--- src/rtl/flappy_defs_pkg.sv ---
// flappy_defs: game-state encodings and pipe geometry shared by the scheduler,
// the collision checker and the renderer so the obstacle shape is defined once.
package flappy_defs;

    typedef enum logic [1:0] {
        ST_IDLE   = 2'd0,
        ST_RUN    = 2'd1,
        ST_FROZEN = 2'd2
    } state_t;

    localparam logic [9:0] SCREEN_W   = 10'd640;
    localparam logic [9:0] PIPE_WIDTH = 10'd80;
    localparam logic [9:0] GAP_HEIGHT = 10'd100;
    localparam logic [9:0] GAP_MIN    = 10'd40;
    localparam logic [9:0] GAP_MAX    = 10'd340;

    // Two-digit BCD increment; 99 wraps to 00.
    function automatic logic [7:0] bcd_inc(input logic [7:0] v);
        logic [3:0] u, t;
        u = (v[3:0] == 4'd9) ? 4'd0 : v[3:0] + 4'd1;
        t = (v[3:0] != 4'd9) ? v[7:4] : ((v[7:4] == 4'd9) ? 4'd0 : v[7:4] + 4'd1);
        return {t, u};
    endfunction

endpackage

--- src/rtl/pipe_scheduler_gap_lfsr.sv ---
// gap_lfsr: free-running 10-bit Fibonacci LFSR (x^10+x^7+1) folded into
// the legal gap-top range for a freshly recycled pipe.
module gap_lfsr #(
    parameter logic [9:0] LFSR_SEED = 10'h2A5,
    parameter logic [9:0] GAP_MIN   = flappy_defs::GAP_MIN,
    parameter logic [9:0] GAP_MAX   = flappy_defs::GAP_MAX
) (
    input  logic       Clk,
    input  logic       reset,
    output logic [9:0] Gap_o
);
    logic [9:0] lfsr_q, lfsr_d, t;

    assign lfsr_d = {lfsr_q[8:0], lfsr_q[9] ^ lfsr_q[6]};

    always_ff @(posedge Clk or posedge reset) begin
        if (reset) lfsr_q <= LFSR_SEED;
        else       lfsr_q <= lfsr_d;
    end

    assign t     = GAP_MIN + {2'b0, lfsr_q[7:0]};
    assign Gap_o = (t > GAP_MAX) ? t - 10'd128 : t;

endmodule

--- src/rtl/pipe_scheduler.sv ---
// pipe_scheduler: scrolls and recycles the pipe set, tracks the pipe facing
// the bird for collision checks, and keeps the BCD score.
module pipe_scheduler #(
    parameter int          NUM_PIPES    = 3,
    parameter logic [9:0]  PIPE_SPACING = 10'd240,
    parameter logic [9:0]  PIPE_WIDTH   = flappy_defs::PIPE_WIDTH,
    parameter logic [9:0]  SCREEN_W     = flappy_defs::SCREEN_W,
    parameter logic [19:0] SCROLL_DIV   = 20'd250000,
    parameter logic [9:0]  GAP_MIN      = flappy_defs::GAP_MIN,
    parameter logic [9:0]  GAP_MAX      = flappy_defs::GAP_MAX,
    parameter logic [9:0]  GAP_INIT     = 10'd200,
    parameter logic [9:0]  LFSR_SEED    = 10'h2A5
) (
    input  logic       Clk,
    input  logic       reset,
    input  logic       Start_i,
    input  logic       Lose_i,
    input  logic       Ack_i,
    input  logic [9:0] Bird_X_i,
    input  logic [1:0] Rd_Sel_i,
    output logic [9:0] X_Edge_o,
    output logic [9:0] Y_Edge_o,
    output logic [9:0] Rd_X_o,
    output logic [9:0] Rd_Y_o,
    output logic [7:0] Score_o,
    output logic       Scroll_Tick_o,
    output logic       Q_Idle_o,
    output logic       Q_Run_o,
    output logic       Q_Frozen_o
);
    import flappy_defs::*;

    // A pipe leaving at x=0 reappears one full rotation to the right.
    localparam logic [9:0] WRAP_X = 10'(NUM_PIPES * PIPE_SPACING - 1);

    function automatic logic [9:0] init_x(input int i);
        return 10'(SCREEN_W + i * PIPE_SPACING);
    endfunction

    state_t      state_q, state_d;
    logic [9:0]  px_q [NUM_PIPES];
    logic [9:0]  px_d [NUM_PIPES];
    logic [9:0]  py_q [NUM_PIPES];
    logic [9:0]  py_d [NUM_PIPES];
    logic [1:0]  cur_q, cur_d;
    logic [7:0]  score_q, score_d;
    logic [19:0] div_q, div_d;
    logic [9:0]  xe_q, ye_q, cur_x, cur_y, gap;
    logic        run, tick, pass;

    gap_lfsr #(
        .LFSR_SEED(LFSR_SEED),
        .GAP_MIN  (GAP_MIN),
        .GAP_MAX  (GAP_MAX)
    ) u_gap (
        .Clk  (Clk),
        .reset(reset),
        .Gap_o(gap)
    );

    always_comb begin
        cur_x  = px_q[0];
        cur_y  = py_q[0];
        Rd_X_o = 10'h3FF;
        Rd_Y_o = '0;
        for (int i = 1; i < NUM_PIPES; i++)
            if (cur_q == 2'(i)) begin
                cur_x = px_q[i];
                cur_y = py_q[i];
            end
        for (int i = 0; i < NUM_PIPES; i++)
            if (Rd_Sel_i == 2'(i)) begin
                Rd_X_o = px_q[i];
                Rd_Y_o = py_q[i];
            end
    end

    // Lose masks every RUN-state event in the cycle it is seen.
    assign run  = (state_q == ST_RUN) && !Lose_i;
    assign tick = run && (div_q == SCROLL_DIV - 20'd1);
    assign pass = run && (cur_x + PIPE_WIDTH < Bird_X_i);

    always_comb begin
        state_d = state_q;
        cur_d   = cur_q;
        score_d = score_q;
        div_d   = div_q;
        px_d    = px_q;
        py_d    = py_q;
        case (state_q)
            ST_IDLE: if (Start_i) begin
                state_d = ST_RUN;
                cur_d   = '0;
                score_d = '0;
                div_d   = '0;
                for (int i = 0; i < NUM_PIPES; i++) begin
                    px_d[i] = init_x(i);
                    py_d[i] = GAP_INIT;
                end
            end
            ST_RUN: if (Lose_i) begin
                state_d = ST_FROZEN;
            end else begin
                div_d = tick ? '0 : div_q + 20'd1;
                if (tick)
                    for (int i = 0; i < NUM_PIPES; i++) begin
                        px_d[i] = (px_q[i] == '0) ? WRAP_X : px_q[i] - 10'd1;
                        py_d[i] = (px_q[i] == '0) ? gap : py_q[i];
                    end
                if (pass) begin
                    score_d = bcd_inc(score_q);
                    cur_d   = (cur_q == 2'(NUM_PIPES - 1)) ? 2'd0 : cur_q + 2'd1;
                end
            end
            ST_FROZEN: if (Ack_i) state_d = ST_IDLE;
            default: state_d = ST_IDLE;
        endcase
    end

    always_ff @(posedge Clk or posedge reset) begin
        if (reset) begin
            state_q <= ST_IDLE;
            cur_q   <= '0;
            score_q <= '0;
            div_q   <= '0;
            xe_q    <= SCREEN_W;
            ye_q    <= GAP_INIT;
            for (int i = 0; i < NUM_PIPES; i++) begin
                px_q[i] <= init_x(i);
                py_q[i] <= GAP_INIT;
            end
        end else begin
            state_q <= state_d;
            cur_q   <= cur_d;
            score_q <= score_d;
            div_q   <= div_d;
            xe_q    <= cur_x;
            ye_q    <= cur_y;
            px_q    <= px_d;
            py_q    <= py_d;
        end
    end

    assign X_Edge_o      = xe_q;
    assign Y_Edge_o      = ye_q;
    assign Score_o       = score_q;
    assign Scroll_Tick_o = tick;
    assign Q_Idle_o      = state_q == ST_IDLE;
    assign Q_Run_o       = state_q == ST_RUN;
    assign Q_Frozen_o    = state_q == ST_FROZEN;

endmodule

--- config.mk ---
export PLATFORM = sky130hd
export DESIGN_NAME = pipe_scheduler
export DESIGN_NICKNAME = d
export VERILOG_FILES = /design/src/rtl/flappy_defs_pkg.sv /design/src/rtl/pipe_scheduler_gap_lfsr.sv /design/src/rtl/pipe_scheduler.sv
export SDC_FILE = /design/constraint.sdc
export NUM_CORES = 1
export LEC_CHECK = 0
export ABC_AREA = 1
export BUFFER_PORTS_ARGS = -buffer_cell sky130_fd_sc_hd__buf_4
export CAP_MARGIN = 20
export CORE_UTILIZATION = 40
export CTS_CLUSTER_DIAMETER = 60
export CTS_CLUSTER_SIZE = 8
export DETAILED_ROUTE_END_ITERATION = 12
export HOLD_SLACK_MARGIN = 0.03
export MAX_ROUTING_LAYER = met4
export PLACE_DENSITY = 0.66
export SYNTH_ARGS = -nofsm -noshare
export SYNTH_HDL_FRONTEND = slang
export SYNTH_HIERARCHICAL = 1
export SYNTH_SLANG_ARGS = --single-unit
--- constraint.sdc ---
create_clock -name Clk -period 11.7 [get_ports Clk]
set_input_delay 2.34 -clock Clk [delete_from_list [all_inputs] [get_ports Clk]]
set_output_delay 2.34 -clock Clk [all_outputs]
set_load 0.02 [all_outputs]
; Word-level counts from Yosys, hierarchy flattened
; Cells that the tools add are included.
[word_totals]
ff_bits = 122
latchBits = 0
ramBits = 0
mem_bits_ro = 0
output_inout_bits = 52
word_cells = 110
n_memories = 0
[classes]
addsub = 10
n_mul = 0
div_mod_pow = 0
n_lt_le_gt_ge = 2
n_eq_ne = 20
shifts = 0
n_mux = 45
bitwise = 1
n_reduce_logical = 18
[op_table]
columns = op, count
row1 = 30-bit two-way mux, 6
row2 = 10-bit two-way mux, 17
row3 = 30-bit one-hot mux with 2 select lines, 2
row4 = 20-bit two-way mux, 3
row5 = 20-bit one-hot mux with 2 select lines, 1
row6 = 10-bit zero test, 3
row7 = "10-bit by 1-bit subtractor with 10-bit output, second input constant", 3
row8 = 8-bit two-way mux, 3
row9 = "20-bit by 1-bit adder with 20-bit output, second input constant", 1
row10 = "20-bit by 18-bit == test with 1-bit output, second input constant", 1
row11 = 5-bit AND reduction, 4
row12 = 8-bit one-hot mux with 2 select lines, 1
row13 = 2-bit two-way mux, 7
row14 = 4-bit two-way mux, 3
row15 = "10-bit by 7-bit adder with 10-bit output, second input constant", 1
row16 = "10-bit by 9-bit greater-than comparator with 1-bit output, second input constant", 1
row17 = 10-bit < comparator, 1
row18 = "2-bit by 1-bit != test with 1-bit output, second input constant", 5
row19 = "2-bit != test, second input constant", 5
row20 = "10-bit by 8-bit subtractor with 10-bit output, second input constant", 1
row21 = "6-bit by 8-bit adder with 9-bit output, first input constant", 1
row22 = "4-bit by 1-bit adder with 4-bit output, second input constant", 2
row23 = "4-bit == test, second input constant", 2
row24 = 4-bit AND reduction, 2
row25 = 12 further kinds, 20

; Depth between registers and ports, before layout
; Gate-level depths: netlist of run 1.
[depth]
word_depth = 9
ltp_mapped = 21
depth_no_buf = 21

; Hierarchy
; Netlist of run 1, hierarchy kept.
[modules_own_cells]
columns = mod, instances, cells_per_inst, area_each_um2
row1 = pipe_scheduler, 1, 882, 6630.1
row2 = gap_lfsr, 1, 45, 460.4

; Least setup slack after synthesis of run 1
; No wires, ideal clock.
[synth_timing]
path_kind = in2out
start = in Rd_Sel_i[1]
end = out Rd_X_o[0]
t_arrival_ns = 3.094
slack_ns = 6.266
stages = 4
path_buffers = 0
path_cell_list = inv_1 > nor2_1 > clkinv_1 > o211ai_1
[synth_via]
elab_chain_len = 4
[synth_rtl]
columns = item, line_no
row1 = start: declaration, pipe_scheduler.sv:20  ; input logic [1:0] Rd_Sel_i,
row2 = 2-bit zero test, pipe_scheduler.sv:72  ; if (Rd_Sel_i == 2'(i)) begin
row3 = 10-bit two-way mux (2 in series), pipe_scheduler.sv:72
row4 = 10-bit two-way mux *, pipe_scheduler.sv:72
row5 = end: declaration, pipe_scheduler.sv:23  ; output logic [9:0] Rd_X_o,
; Every way passes the cells marked *; elsewhere a longest branch is shown, timed or not.

; Final worst setup path of run 1
[layout_timing]
start = in Rd_Sel_i[1]
end = out Rd_X_o[2]
; Same word-level chain as after synthesis.

==> results.rst, run 1 <==
.. list-table::
   :header-rows: 1

   * - Metric
     - Value
   * - Power Dens Cells
     - 227.7 nW/µm²
   * - Crit path arrival time
     - 4240 ps
   * - Result of the run
     - finished clean
   * - Tightest Pin Transition
     - 972.4 ps
   * - Critical path origin
     - Rd_Sel_i[1]
   * - Number of antenna violations at the first check in global routing
     - 0
   * - Cell depth of the worst flop-to-flop path
     - 20
   * - Final clock period utilization by the worst path
     - 0.5621
   * - Via count of the first global-routing pass
     - 6,045
   * - PnR Total Power
     - 1.885 mW
   * - Number of detailed-routing iterations run before antenna repair
     - 6
   * - Clock input transition at the sequential cells of the worst setup and hold paths
     - 50 ps
   * - Count of yosys warnings during synthesis
     - 6
   * - Crit-path slowest cell
     - sky130_fd_sc_hd__nor2_1
   * - Ant. Diodes
     - 0
   * - Library cell with the largest summed area after synthesis
     - sky130_fd_sc_hd__dfrtp_1
   * - Final layout net count
     - 1,019
   * - I/O pin total
     - 69
   * - Average cell area after synthesis
     - 7.649 µm²
   * - Setup repair after global routing missed its margin
     - no
   * - Remaining DRCs
     - 0
   * - Core outline area
     - 17,300 µm²
   * - Quantity of gates resized following cts
     - 0
   * - Max_cap viols
     - 0
   * - Seq cells post-synth
     - 122
   * - Final setup skew
     - 13.95 ps
   * - Reg2Reg Launch Point
     - cur_q[0]
   * - Die Outline Area
     - 18,260 µm²
   * - Overall overflow remaining after global route
     - 0
   * - Number of nets still failing antenna checks after routing
     - 0
   * - Maximum ir drop on the vdd rail
     - 0.0001539 V
   * - Flop2flop setup slack
     - 7100 ps
   * - Global routing usage summed across all routing layers
     - 0.2245
   * - Number of library cell types mapped by synthesis
     - 45
   * - CP startpoint kind
     - input port
   * - Kind of end point of the critical path
     - output port
   * - Post-synthesis to final-layout area growth
     - 16.76%
   * - Number of flops mapped to enable cells by yosys
     - 0
   * - Quantity of hold-fixing buffers added after cts
     - 0
   * - Cells traversed along the worst timing path
     - buf_4, inv_1, nor2_1, clkinv_1, o211ai_1, buf_4
   * - Final setup violation count
     - 0
   * - Maximum level of the CTS H-tree
     - 4
   * - Number of standard-cell rows in the floorplan
     - 48
   * - Final count of hold timing violations
     - 0
   * - Leakage
     - 4.174 nW
   * - Clock tree root driver cell
     - sky130_fd_sc_hd__clkbuf_16
   * - Asr flop ratio synth
     - 1.000
   * - Most used cell along the critical path
     - sky130_fd_sc_hd__buf_4
   * - Global-route wire length before repair
     - 30.71 mm
   * - Pin count of the biggest net entering global routing
     - 76
   * - Leading cell types in the layout, fill and taps excluded
     - sky130_fd_sc_hd__nand2_1 (274), sky130_fd_sc_hd__inv_1 (99), sky130_fd_sc_hd__dfrtp_1 (94)
   * - Area fraction of the dominant cell type after synthesis
     - 0.3317
   * - Core Util, Final
     - 0.4787
   * - Number of buffers created by CTS
     - 17
   * - Half-perimeter wire length after detailed placement
     - 12.72 mm
   * - Initial core utilization
     - 0.4099
   * - Number of instances on the worst hold path
     - 0
   * - Number of vias per cell
     - 5.240
   * - Crit path largest cell delay
     - 610 ps
   * - TritonCTS clock tree
     - yes
   * - Ranking of synthesized cells by area
     - sky130_fd_sc_hd__dfrtp_1 (33%), sky130_fd_sc_hd__nand2_1 (15%), sky130_fd_sc_hd__dfstp_2 (10%)
   * - Y dimension of the die
     - 135.1 µm
   * - Main synth FF type
     - sky130_fd_sc_hd__dfrtp_1
   * - CTS max path bufs
     - 2
   * - Sinks on the clock net
     - 122
   * - Buffers on Ports
     - 68
   * - Sequential share of the synthesized area
     - 0.4355
   * - Layout filler cell count
     - 1,682
   * - Post-placement worst setup slack
     - 5158 ps
   * - Worst hold path startpoint
     - u_gap/lfsr_q[8]
   * - Commonest non-fill, non-tap cell in the layout
     - sky130_fd_sc_hd__nand2_1
   * - Post-Syn Instances
     - 927
   * - Class of the tightest hold or removal check
     - flip-flop to flip-flop
   * - Headroom to the max-slew limit
     - 0.3517
   * - Wire per inst
     - 15.24 µm
   * - Crit-path max FO
     - 13
   * - Critical setup path kind
     - input port to output port
   * - Min Clock Period, post-route
     - 6576 ps
   * - Net count of the mapped netlist
     - 965
   * - Total negative slack for setup checks
     - 0 ps
   * - Clock latency on the worst-skew pair
     - 430 ps
   * - Die Wd
     - 135.1 µm
   * - Smallest setup slack after layout
     - 5124 ps
   * - Via total after detailed routing
     - 6,387
   * - Placer Congestion
     - 0.9202
   * - Number of buffers inserted to repair setup after CTS
     - 0
   * - Final Slew Violations
     - 0
   * - Endpoint required time on the critical path
     - 9360 ps
   * - Post-Synthesis Cell Area
     - 7091 µm²
   * - Fmax
     - 152.1 MHz
   * - Final routed wirelength across all metal layers
     - 18.58 mm
   * - Min Hold Slack
     - 351.6 ps
   * - Starting DRC count in detailed routing
     - 494
   * - Share of post-route cells with drive strength above 1
     - 0.1710
state kept, by name (all words and copies together) (netlist names):
name          flops
Score_o           8
X_Edge_o         10
Y_Edge_o         10
cur_q             2
div_q            20
px_q             30
py_q             30
state_q           2
u_gap/lfsr_q     10
final cells by class:
type,instances,area [µm²],area share
clock inverter,12,141.4,0.01708
inverter,109,411.6,0.04972
timing repair buffer,70,525.5,0.06347
clock buffer,20,446.7,0.05395
tap,225,281.5,0.03400
multi-input combinational,661,3385,0.4088
sequential,122,3088,0.3730
metrics by stage:
stage                     instances  cell area, µm²
final                          1219            8279
after global routing           1219            8279
after CTS                      1219            8279
after detailed placement       1187            7691
after global placement         1187            7691
after floorplan                 927            7091
critical path: cells and delay by family:
kind / cells / cell delay (ps)
AO/OA/AOI/OAI: 1 / 360
buffers and inverters: 4 / 930
AND/OR/NAND/NOR: 1 / 610
path summary, 6_finish.rpt:
| kind | end |
|---|---|
| min | u_gap/lfsr_q[9] |
| max in group asynchronous | py_q[9] |
| max reg2reg | Score_o[2] |
| max | Rd_X_o[2] |
| min reg2reg | u_gap/lfsr_q[9] |
| min in group asynchronous | u_gap/lfsr_q[3] |
metal layers:
metal,vias to the layer above,track usage,share of wire
met5,-,-,0
met4,0,0.09738,0.029
met3,40,0.04751,0.055
met2,189,0.3456,0.47
met1,3023,0.2847,0.45
li1,3135,-,-
cell families after synthesis:
group                    Yosys count  synth area share
adder cells (fa/ha/maj)           21           0.03706
buffers and inverters            144           0.08717
AND/OR/NAND/NOR                  513            0.3220
AO/OA/AOI/OAI                    102           0.08717
XOR/XNOR                          24           0.02965
flip-flops                       122            0.4355
multiplexers                       1          0.001412
report_power, final:
group	switching, mW	leakage (nW)	internal [mW]
clock network	0.201	0.281	0.321
registers	0.0696	1.58	0.530
logic	0.531	2.31	0.233
synthesized netlist by cell type (2+ instances only):
cell	n
sky130_fd_sc_hd__nor2_2	3
sky130_fd_sc_hd__o221ai_1	3
sky130_fd_sc_hd__buf_6	6
sky130_fd_sc_hd__buf_2	8
sky130_fd_sc_hd__dfrtp_1	94
sky130_fd_sc_hd__xnor2_1	9
sky130_fd_sc_hd__nor3_1	13
sky130_fd_sc_hd__nand3_2	7
sky130_fd_sc_hd__or2_2	5
sky130_fd_sc_hd__nand2_1	274
sky130_fd_sc_hd__a31oi_1	2
sky130_fd_sc_hd__ha_1	21
sky130_fd_sc_hd__o21ai_1	11
sky130_fd_sc_hd__a21oi_1	13
sky130_fd_sc_hd__nand2_2	3
sky130_fd_sc_hd__nor2_1	90
sky130_fd_sc_hd__xor2_1	15
sky130_fd_sc_hd__clkbuf_1	14
sky130_fd_sc_hd__a21oi_2	2
sky130_fd_sc_hd__nand3_1	61
sky130_fd_sc_hd__nand4_1	47
sky130_fd_sc_hd__o31ai_1	3
sky130_fd_sc_hd__dfstp_2	28
sky130_fd_sc_hd__nand2_4	2
sky130_fd_sc_hd__o211ai_1	11
sky130_fd_sc_hd__inv_2	7
sky130_fd_sc_hd__o21ai_2	6
sky130_fd_sc_hd__a21boi_0	2
sky130_fd_sc_hd__clkinv_1	2
sky130_fd_sc_hd__o21ai_0	33
sky130_fd_sc_hd__nor3_2	2
sky130_fd_sc_hd__o22ai_1	13
sky130_fd_sc_hd__buf_4	6
sky130_fd_sc_hd__inv_1	100
(Power assumes the default switching activity.)
==> run 2, diff against run 1 <==
--- a/config.mk
+++ b/config.mk
@@ -5,7 +5,7 @@
 export SDC_FILE = /design/constraint.sdc
 export NUM_CORES = 1
 export LEC_CHECK = 0
-export ABC_AREA = 1
+export ABC_AREA = 0
 export BUFFER_PORTS_ARGS = -buffer_cell sky130_fd_sc_hd__buf_4
 export CAP_MARGIN = 20
 export CORE_UTILIZATION = 40
@@ -14,7 +14,7 @@
 export DETAILED_ROUTE_END_ITERATION = 12
 export HOLD_SLACK_MARGIN = 0.03
 export MAX_ROUTING_LAYER = met4
-export PLACE_DENSITY = 0.66
+export PLACE_DENSITY = 0.68
 export SYNTH_ARGS = -nofsm -noshare
 export SYNTH_HDL_FRONTEND = slang
 export SYNTH_HIERARCHICAL = 1
==> constraint.sdc (replaced) <==
create_clock -name Clk -period 5.84 [get_ports Clk]
set_input_delay 1.168 -clock Clk [delete_from_list [all_inputs] [get_ports Clk]]
set_output_delay 1.168 -clock Clk [all_outputs]
set_load 0.02 [all_outputs]
==> results.rst, run 2 <==
.. list-table::
   :header-rows: 1

   * - Metric
     - Value
   * - Commonest non-fill, non-tap cell in the layout
     - sky130_fd_sc_hd__dfrtp_1
   * - Via total after detailed routing
     - 5,508 (-14%)
   * - # placed instances
     - 964 (-19%)
   * - Post-Syn Instances
     - 710 (-23%)
   * - Ant. Diodes
     - 0 (unchanged)
   * - Leading cell types in the layout, fill and taps excluded
     - sky130_fd_sc_hd__dfrtp_1 (93), sky130_fd_sc_hd__buf_4 (76), sky130_fd_sc_hd__nand2_1 (62)
   * - Final layout net count
     - 802 (-21%)
   * - Registers with the most flip-flops
     - px_q (30), py_q (30), div_q (20)
   * - Number of buffers inserted to repair setup after CTS
     - 0 (unchanged)
   * - Starting DRC count in detailed routing
     - 421 (-15%)
   * - Synth Area in XOR/XNOR
     - 0.03802 (+0.008378)
   * - Kind of end point of the critical path
     - output port
   * - Critical setup path kind
     - input port to output port
   * - Maximum ir drop on the vdd rail
     - 0.0002559 V (+66%)
   * - Power Dens Cells
     - 394.8 nW/µm² (+73%)
   * - Die Outline Area
     - 17,550 µm² (-3.9%)
   * - Area share of fa/ha/maj cells after synthesis
     - 0.03857 (+0.001518)
   * - Crit path arrival time
     - 2950 ps (-1290 ps)
   * - Via count of the first global-routing pass
     - 5,304 (-12%)
   * - Area used by multi-input combinational logic
     - 3403 µm² (+0.55%)
   * - Min Clock Period, post-route
     - 4118 ps
   * - Global routing usage summed across all routing layers
     - 0.2154 (-0.009066)
   * - Final clock period utilization by the worst path
     - 0.7051
   * - Simple-gate share of the synthesized area
     - 0.1716 (-0.1505)
   * - Synth top cells by count
     - sky130_fd_sc_hd__dfrtp_1 (94), sky130_fd_sc_hd__nand2_1 (62), sky130_fd_sc_hd__nor2_1 (52)
   * - Final Instance Count excl. Fillers
     - 997 (-18%)
   * - Maximum level of the CTS H-tree
     - 4 (unchanged)
   * - Endpoint, Worst Hold
     - u_gap/lfsr_q[9]
   * - Tightest Pin Transition
     - 812.6 ps (-159.8 ps)
   * - Sinks on the clock net
     - 122 (unchanged)
   * - Seq cells post-synth
     - 122 (unchanged)
   * - Final routed wirelength across all metal layers
     - 17.55 mm (-5.5%)
   * - Die Wd
     - 132.5 µm (-2.0%)
   * - Number of detailed-routing iterations run before antenna repair
     - 5 (-1)
   * - Number of instances on the worst hold path
     - 0 (unchanged)
   * - TritonCTS clock tree
     - yes
   * - Global-route wire length before repair
     - 28.49 mm (-7.2%)
   * - Number of flops mapped to enable cells by yosys
     - 0 (unchanged)
   * - Ranking of synthesized cells by area
     - sky130_fd_sc_hd__dfrtp_1 (35%), sky130_fd_sc_hd__dfstp_2 (11%), sky130_fd_sc_hd__mux2i_1 (4.7%)
   * - Post-synthesis to final-layout area growth
     - 19.05%
   * - Initial core utilization
     - 0.4107 (+0.0008047)
   * - Setup repair after global routing missed its margin
     - no
   * - Main synth FF type
     - sky130_fd_sc_hd__dfrtp_1
   * - Net count of the mapped netlist
     - 748 (-22%)
   * - Wire per inst
     - 17.60 µm (+16%)
   * - Average cell area after synthesis
     - 9.594 µm² (+25%)
   * - Final Slew Violations
     - 0 (unchanged)
   * - Clock latency on the worst-skew pair
     - 420 ps (about the same)
   * - Clock input transition at the sequential cells of the worst setup and hold paths
     - 50 ps (about the same)
   * - Half-perimeter wire length after detailed placement
     - 11.66 mm (-8.4%)
   * - I/O pin total
     - 69 (unchanged)
   * - Flop2flop setup slack
     - 2120 ps (-4980 ps)
   * - Final count of hold timing violations
     - 0 (unchanged)
   * - CTS max path bufs
     - 2 (unchanged)
   * - Sequential cell area
     - 3089 µm² (about the same)
   * - Number of antenna violations at the first check in global routing
     - 0 (unchanged)
   * - Final design area excluding fillers
     - 8109 µm² (-2.1%)
   * - Multiplexer fraction of the synthesized cell area
     - 0.05860 (+0.05718)
   * - Number of standard-cell rows in the floorplan
     - 47 (-2.1%)
   * - Share of post-route cells with drive strength above 1
     - 0.2124 (+0.04133)
   * - Worst hold path startpoint
     - u_gap/lfsr_q[8]
   * - Max_cap viols
     - 0 (unchanged)
   * - Class of the tightest hold or removal check
     - flip-flop to flip-flop
   * - Reg2Reg Launch Point
     - cur_q[1]
   * - Total negative slack for setup checks
     - 0 ps (unchanged)
   * - Fmax
     - 242.8 MHz
   * - Most frequent cell after synthesis
     - sky130_fd_sc_hd__dfrtp_1
   * - Clock tree root driver cell
     - sky130_fd_sc_hd__clkbuf_16
   * - Count of yosys warnings during synthesis
     - 6 (unchanged)
   * - Y dimension of the die
     - 132.5 µm (-2.0%)
   * - Number of vias per cell
     - 5.525 (+5.4%)
   * - Buffers on Ports
     - 68 (unchanged)
   * - Cell area reported after detailed placement
     - 7465 µm² (-2.9%)
   * - Cell depth of the worst flop-to-flop path
     - 13 (-35%)
   * - Result of the run
     - finished clean
   * - Quantity of hold-fixing buffers added after cts
     - 0 (unchanged)
   * - Asr flop ratio synth
     - 1.000 (unchanged)
   * - Number of buffers created by CTS
     - 17 (unchanged)
   * - Final setup skew
     - 9.010 ps (-4.941 ps)
   * - Post-synthesis compound-gate area fraction
     - 0.1923 (+0.1052)
   * - Number of library cell types mapped by synthesis
     - 69 (+53%)
   * - Placer Congestion
     - 0.8834 (-4.0%)
   * - Sequential share of the synthesized area
     - 0.4533 (+0.01784)
   * - Layout filler cell count
     - 1,542 (-8.3%)
   * - CP startpoint kind
     - input port
   * - Core outline area
     - 16,580 µm² (-4.1%)
   * - Leakage
     - 3.546 nW (-15%)
   * - Pin count of the biggest net entering global routing
     - 65 (-14%)
   * - Largest family of logic cells by synthesized area
     - compound AO/OA/AOI/OAI gates
   * - Remaining DRCs
     - 0 (unchanged)
   * - Headroom to the max-slew limit
     - 0.4583 (+0.1065)
   * - Post-Synthesis Cell Area
     - 6812 µm² (-3.9%)
   * - Crit-path max FO
     - 15 (+2)
   * - Endpoint of the most critical register-to-register path
     - Score_o[7]
   * - Quantity of gates resized following cts
     - 0 (unchanged)
   * - Area fraction of the dominant cell type after synthesis
     - 0.3453 (+0.01359)
   * - Final setup violation count
     - 0 (unchanged)
   * - Library cell with the largest summed area after synthesis
     - sky130_fd_sc_hd__dfrtp_1
   * - Overall overflow remaining after global route
     - 0 (unchanged)
   * - Number of nets still failing antenna checks after routing
     - 0 (unchanged)
   * - Endpoint required time on the critical path
     - 4670 ps (-4690 ps)
## run 2: routing by layer
metal,track usage,part of all wire
met1,0.2904,0.48
met2,0.3117,0.44
met3,0.05670,0.055
met4,0.07535,0.017
met5,-,0
## run 2: worst max-delay path, stage by stage
cell and delay (ps):
sky130_fd_sc_hd__buf_4 130, sky130_fd_sc_hd__nor4b_1 240, sky130_fd_sc_hd__nand4_1 140, sky130_fd_sc_hd__or3_2 650, sky130_fd_sc_hd__inv_1 380, sky130_fd_sc_hd__buf_4 220
## run 2: logic make-up after synthesis
group | Yosys count
flops | 122
mux | 39
buf+inv | 75
compound gates | 199
simple gates | 226
xor+xnor | 28
fa+ha+maj | 21
## run 2: area by class of cell
cell class                      instances  share of cell area
Multi-Input combinational cell        513              0.4197
Clock buffer                           22             0.06095
Inverter                               33             0.01558
Timing Repair Buffer                   77             0.07175
Sequential cell                       122              0.3810
Clock inverter                         10             0.01713
Tap cell                              220             0.03395
## run 2: report_power, final
part	internal, mW	switching [mW]	leakage (nW)	total [mW]
Sequential	0.961	0.0957	1.59	1.06
Combinational	0.369	0.658	1.64	1.03
Clock	0.727	0.390	0.312	1.12
Total	2.06	1.14	3.55	3.20
## run 2: per-stage QoR
stage,power [mW],setup WS [ps],utilization,hold WS (ps)
3_3_place_gp,2.070,1794,0.4501,333.5
5_1_grt,3.365,1599,0.4890,347.3
4_1_cts,3.213,1758,0.4883,344.6
6_report,3.201,1722,0.4890,344.3
2_1_floorplan,1.770,1751,-,333.0
3_5_place_dp,2.086,1764,0.4501,337.2
## run 2: worst max-delay path by stage
stage,start,end,slack (ps),cells after the start
after global placement,Lose_i,Scroll_Tick_o,1790,6
final,Lose_i,Scroll_Tick_o,1720,6
after global routing,Lose_i,Scroll_Tick_o,1600,6
after CTS,Lose_i,Scroll_Tick_o,1760,6
after detailed placement,Lose_i,Scroll_Tick_o,1760,6
after floorplan,reset,Score_o[0],1750,1
==> run 3, diff against run 2 <==
--- a/config.mk
+++ b/config.mk
@@ -5,7 +5,7 @@
 export SDC_FILE = /design/constraint.sdc
 export NUM_CORES = 1
 export LEC_CHECK = 0
-export ABC_AREA = 0
+export ABC_AREA = 1
 export BUFFER_PORTS_ARGS = -buffer_cell sky130_fd_sc_hd__buf_4
 export CAP_MARGIN = 20
 export CORE_UTILIZATION = 40
@@ -14,7 +14,7 @@
 export DETAILED_ROUTE_END_ITERATION = 12
 export HOLD_SLACK_MARGIN = 0.03
 export MAX_ROUTING_LAYER = met4
-export PLACE_DENSITY = 0.68
+export PLACE_DENSITY = 0.66
 export SYNTH_ARGS = -nofsm -noshare
 export SYNTH_HDL_FRONTEND = slang
 export SYNTH_HIERARCHICAL = 1
==> constraint.sdc (replaced) <==
create_clock -name Clk -period 4 [get_ports Clk]
set_input_delay 0.8 -clock Clk [delete_from_list [all_inputs] [get_ports Clk]]
set_output_delay 0.8 -clock Clk [all_outputs]
set_load 0.02 [all_outputs]
==> results.rst, run 3 (same netlist as run 1, synthesis figures left out) <==
.. list-table::
   :header-rows: 1

   * - Metric
     - Value
   * - CP startpoint kind
     - flip-flop
   * - Quantity of gates resized following cts
     - 0 (unchanged)
   * - Crit-path max FO
     - 10 (-5)
   * - Quantity of hold-fixing buffers added after cts
     - 0 (unchanged)
   * - Die Wd
     - 135.1 µm (+2.0%)
   * - Buffers on Ports
     - 68 (unchanged)
   * - Result of the run
     - finished clean
   * - Pin count of the biggest net entering global routing
     - 65 (unchanged)
   * - Via total after detailed routing
     - 6,303 (+14%)
   * - Final count of hold timing violations
     - 0 (unchanged)
   * - Y dimension of the die
     - 135.1 µm (+2.0%)
   * - Core outline area
     - 17,300 µm² (+4.3%)
   * - Final clock period utilization by the worst path
     - 0.8825
   * - End point of the critical path
     - Score_o[0]
   * - Met3 WL
     - 918 µm (-4.1%)
   * - Wire per inst
     - 14.84 µm (-16%)
   * - Number of nets still failing antenna checks after routing
     - 0 (unchanged)
   * - Commonest non-fill, non-tap cell in the layout
     - sky130_fd_sc_hd__nand2_1
   * - Number of standard-cell rows in the floorplan
     - 48 (+2.1%)
   * - Final routed wirelength across all metal layers
     - 18.18 mm (+3.6%)
   * - Number of buffers inserted to repair setup after CTS
     - 0 (unchanged)
   * - Number of vias per cell
     - 5.145 (-6.9%)
   * - Number of buffers created by CTS
     - 17 (unchanged)
   * - Overall overflow remaining after global route
     - 0 (unchanged)
   * - Class of the tightest hold or removal check
     - input port to asynchronous set/reset pin
   * - Maximum level of the CTS H-tree
     - 4 (unchanged)
   * - Clock input transition at the sequential cells of the worst setup and hold paths
     - 60 ps (about the same)
   * - Max Used Layer
     - met4
   * - Ant. Diodes
     - 0 (unchanged)
   * - Cell depth of the worst flop-to-flop path
     - 20 (+7)
   * - Max_cap viols
     - 0 (unchanged)
   * - Kind of end point of the critical path
     - flip-flop
   * - Final setup violation count
     - 0 (unchanged)
   * - Endpoint required time on the critical path
     - 4310 ps (-360 ps)
   * - Reg2Reg Launch Point
     - cur_q[0]
   * - Headroom to the max-slew limit
     - 0.4473 (-0.01095)
   * - Post-synthesis to final-layout area growth
     - 17.91%
   * - Layout filler cell count
     - 1,678 (+8.8%)
   * - Sinks on the clock net
     - 122 (unchanged)
   * - I/O pin total
     - 69 (unchanged)
   * - Setup repair after global routing missed its margin
     - no
   * - Fmax
     - 283.3 MHz
   * - Length of routed wiring on met1
     - 8.800 mm (+3.7%)
   * - Power Dens Cells
     - 668.6 nW/µm² (+69%)
   * - Final layout net count
     - 1,025 (+28%)
   * - Flop2flop setup slack
     - 470 ps (-1650 ps)
   * - TritonCTS clock tree
     - yes
   * - Crit path arrival time
     - 3840 ps (+890 ps)
   * - Endpoint of the most critical register-to-register path
     - Score_o[0]
   * - Number of antenna violations at the first check in global routing
     - 0 (unchanged)
   * - Global routing usage summed across all routing layers
     - 0.2197 (+0.004325)
   * - Via count of the first global-routing pass
     - 5,961 (+12%)
   * - Starting DRC count in detailed routing
     - 499 (+19%)
   * - Number of detailed-routing iterations run before antenna repair
     - 5 (unchanged)
   * - Die Outline Area
     - 18,260 µm² (+4.0%)
   * - Leakage
     - 4.225 nW (+19%)
   * - Final Slew Violations
     - 0 (unchanged)
   * - Critical path origin
     - cur_q[0]
   * - Total negative slack for setup checks
     - 0 ps (unchanged)
   * - Clock tree root driver cell
     - sky130_fd_sc_hd__clkbuf_16
   * - Global-route wire length before repair
     - 30.11 mm (+5.7%)
   * - Critical setup path kind
     - flip-flop to flip-flop
   * - Clock latency on the worst-skew pair
     - 430 ps (about the same)
   * - Leading cell types in the layout, fill and taps excluded
     - sky130_fd_sc_hd__nand2_1 (274), sky130_fd_sc_hd__inv_1 (99), sky130_fd_sc_hd__dfrtp_1 (94)
   * - Placer Congestion
     - 0.8884 (+0.57%)
   * - Share of post-route cells with drive strength above 1
     - 0.1780 (-0.03436)
   * - Met2 WL
     - 8.065 mm (+3.3%)
   * - Min Clock Period, post-route
     - 3530 ps
   * - Registers with the most flip-flops
     - px_q (30), py_q (30), div_q (20)
   * - Half-perimeter wire length after detailed placement
     - 12.59 mm (+8.0%)
   * - Remaining DRCs
     - 0 (unchanged)
   * - Initial core utilization
     - 0.4099 (-0.0008047)
   * - Maximum ir drop on the vdd rail
     - 0.0003986 V (+56%)
   * - Tightest Pin Transition
     - 829.0 ps (+16.42 ps)
   * - PnR Total Power
     - 5.590 mW (+75%)
   * - Final setup skew
     - 8.538 ps (-0.4724 ps)
   * - CTS max path bufs
     - 2 (unchanged)
run 3: how the worst min path moves through the flow:
stage,startpoint,to,cells after the start
final,reset,u_gap/lfsr_q[8],2
after global routing,reset,u_gap/lfsr_q[3],2
after CTS,reset,u_gap/lfsr_q[8],2
after detailed placement,u_gap/lfsr_q[8],u_gap/lfsr_q[9],0
after global placement,u_gap/lfsr_q[8],u_gap/lfsr_q[9],0
after floorplan,u_gap/lfsr_q[8],u_gap/lfsr_q[9],0
run 3: routing by layer:
layer	GRT usage	up-vias
met3	0.05312	28
li1	-	3145
met5	-	-
met1	0.3002	2954
met2	0.3165	176
met4	0.07678	0
run 3: area by class of cell:
| type | count | area (µm²) | area share |
|---|---|---|---|
| inverter | 109 | 411.6 | 0.04924 |
| tap | 225 | 281.5 | 0.03367 |
| clock inverter | 15 | 186.4 | 0.02230 |
| sequential | 122 | 3088 | 0.3694 |
| timing repair buffer | 76 | 583.1 | 0.06974 |
| multi-input combinational | 661 | 3385 | 0.4048 |
| clock buffer | 17 | 425.4 | 0.05088 |
run 3: power breakdown:
group / internal, mW / switching (mW)
clock network: 0.990 / 0.610
logic: 0.708 / 1.53
registers: 1.55 / 0.204
total: 3.25 / 2.34
run 3: worst max-delay path, cell delays in order, from the launching register on:
cell,delay [ps]
sky130_fd_sc_hd__dfrtp_1,400
sky130_fd_sc_hd__inv_1,60
sky130_fd_sc_hd__nand2_1,70
sky130_fd_sc_hd__inv_1,90
sky130_fd_sc_hd__nor2_2,350
sky130_fd_sc_hd__inv_2,200
sky130_fd_sc_hd__nor2_1,140
sky130_fd_sc_hd__nor2_1,90
sky130_fd_sc_hd__ha_1,210
sky130_fd_sc_hd__or2_2,300
sky130_fd_sc_hd__nand2_1,80
sky130_fd_sc_hd__xor2_1,160
sky130_fd_sc_hd__ha_1,250
sky130_fd_sc_hd__nand2_1,80
sky130_fd_sc_hd__o211ai_1,110
sky130_fd_sc_hd__nor2_1,110
sky130_fd_sc_hd__nand2_1,140
sky130_fd_sc_hd__nand2_1,220
sky130_fd_sc_hd__nand2_1,190
sky130_fd_sc_hd__nand2_1,110
sky130_fd_sc_hd__nand2_1,60
run 3: through the flow:
step / cells / hold slack, ps / utilization / worst slack, ps / cell area, µm²
floorplan: 927 / 333.0 / - / 279.1 / 7091
global placement: 1193 / 342.8 / 0.4480 / 706.1 / 7749
detailed placement: 1193 / 341.5 / 0.4480 / 506.7 / 7749
CTS: 1225 / 362.0 / 0.4834 / 486.8 / 8361
global route: 1225 / 378.3 / 0.4834 / 188.8 / 8361
finish: 1225 / 361.0 / 0.4834 / 470.1 / 8361
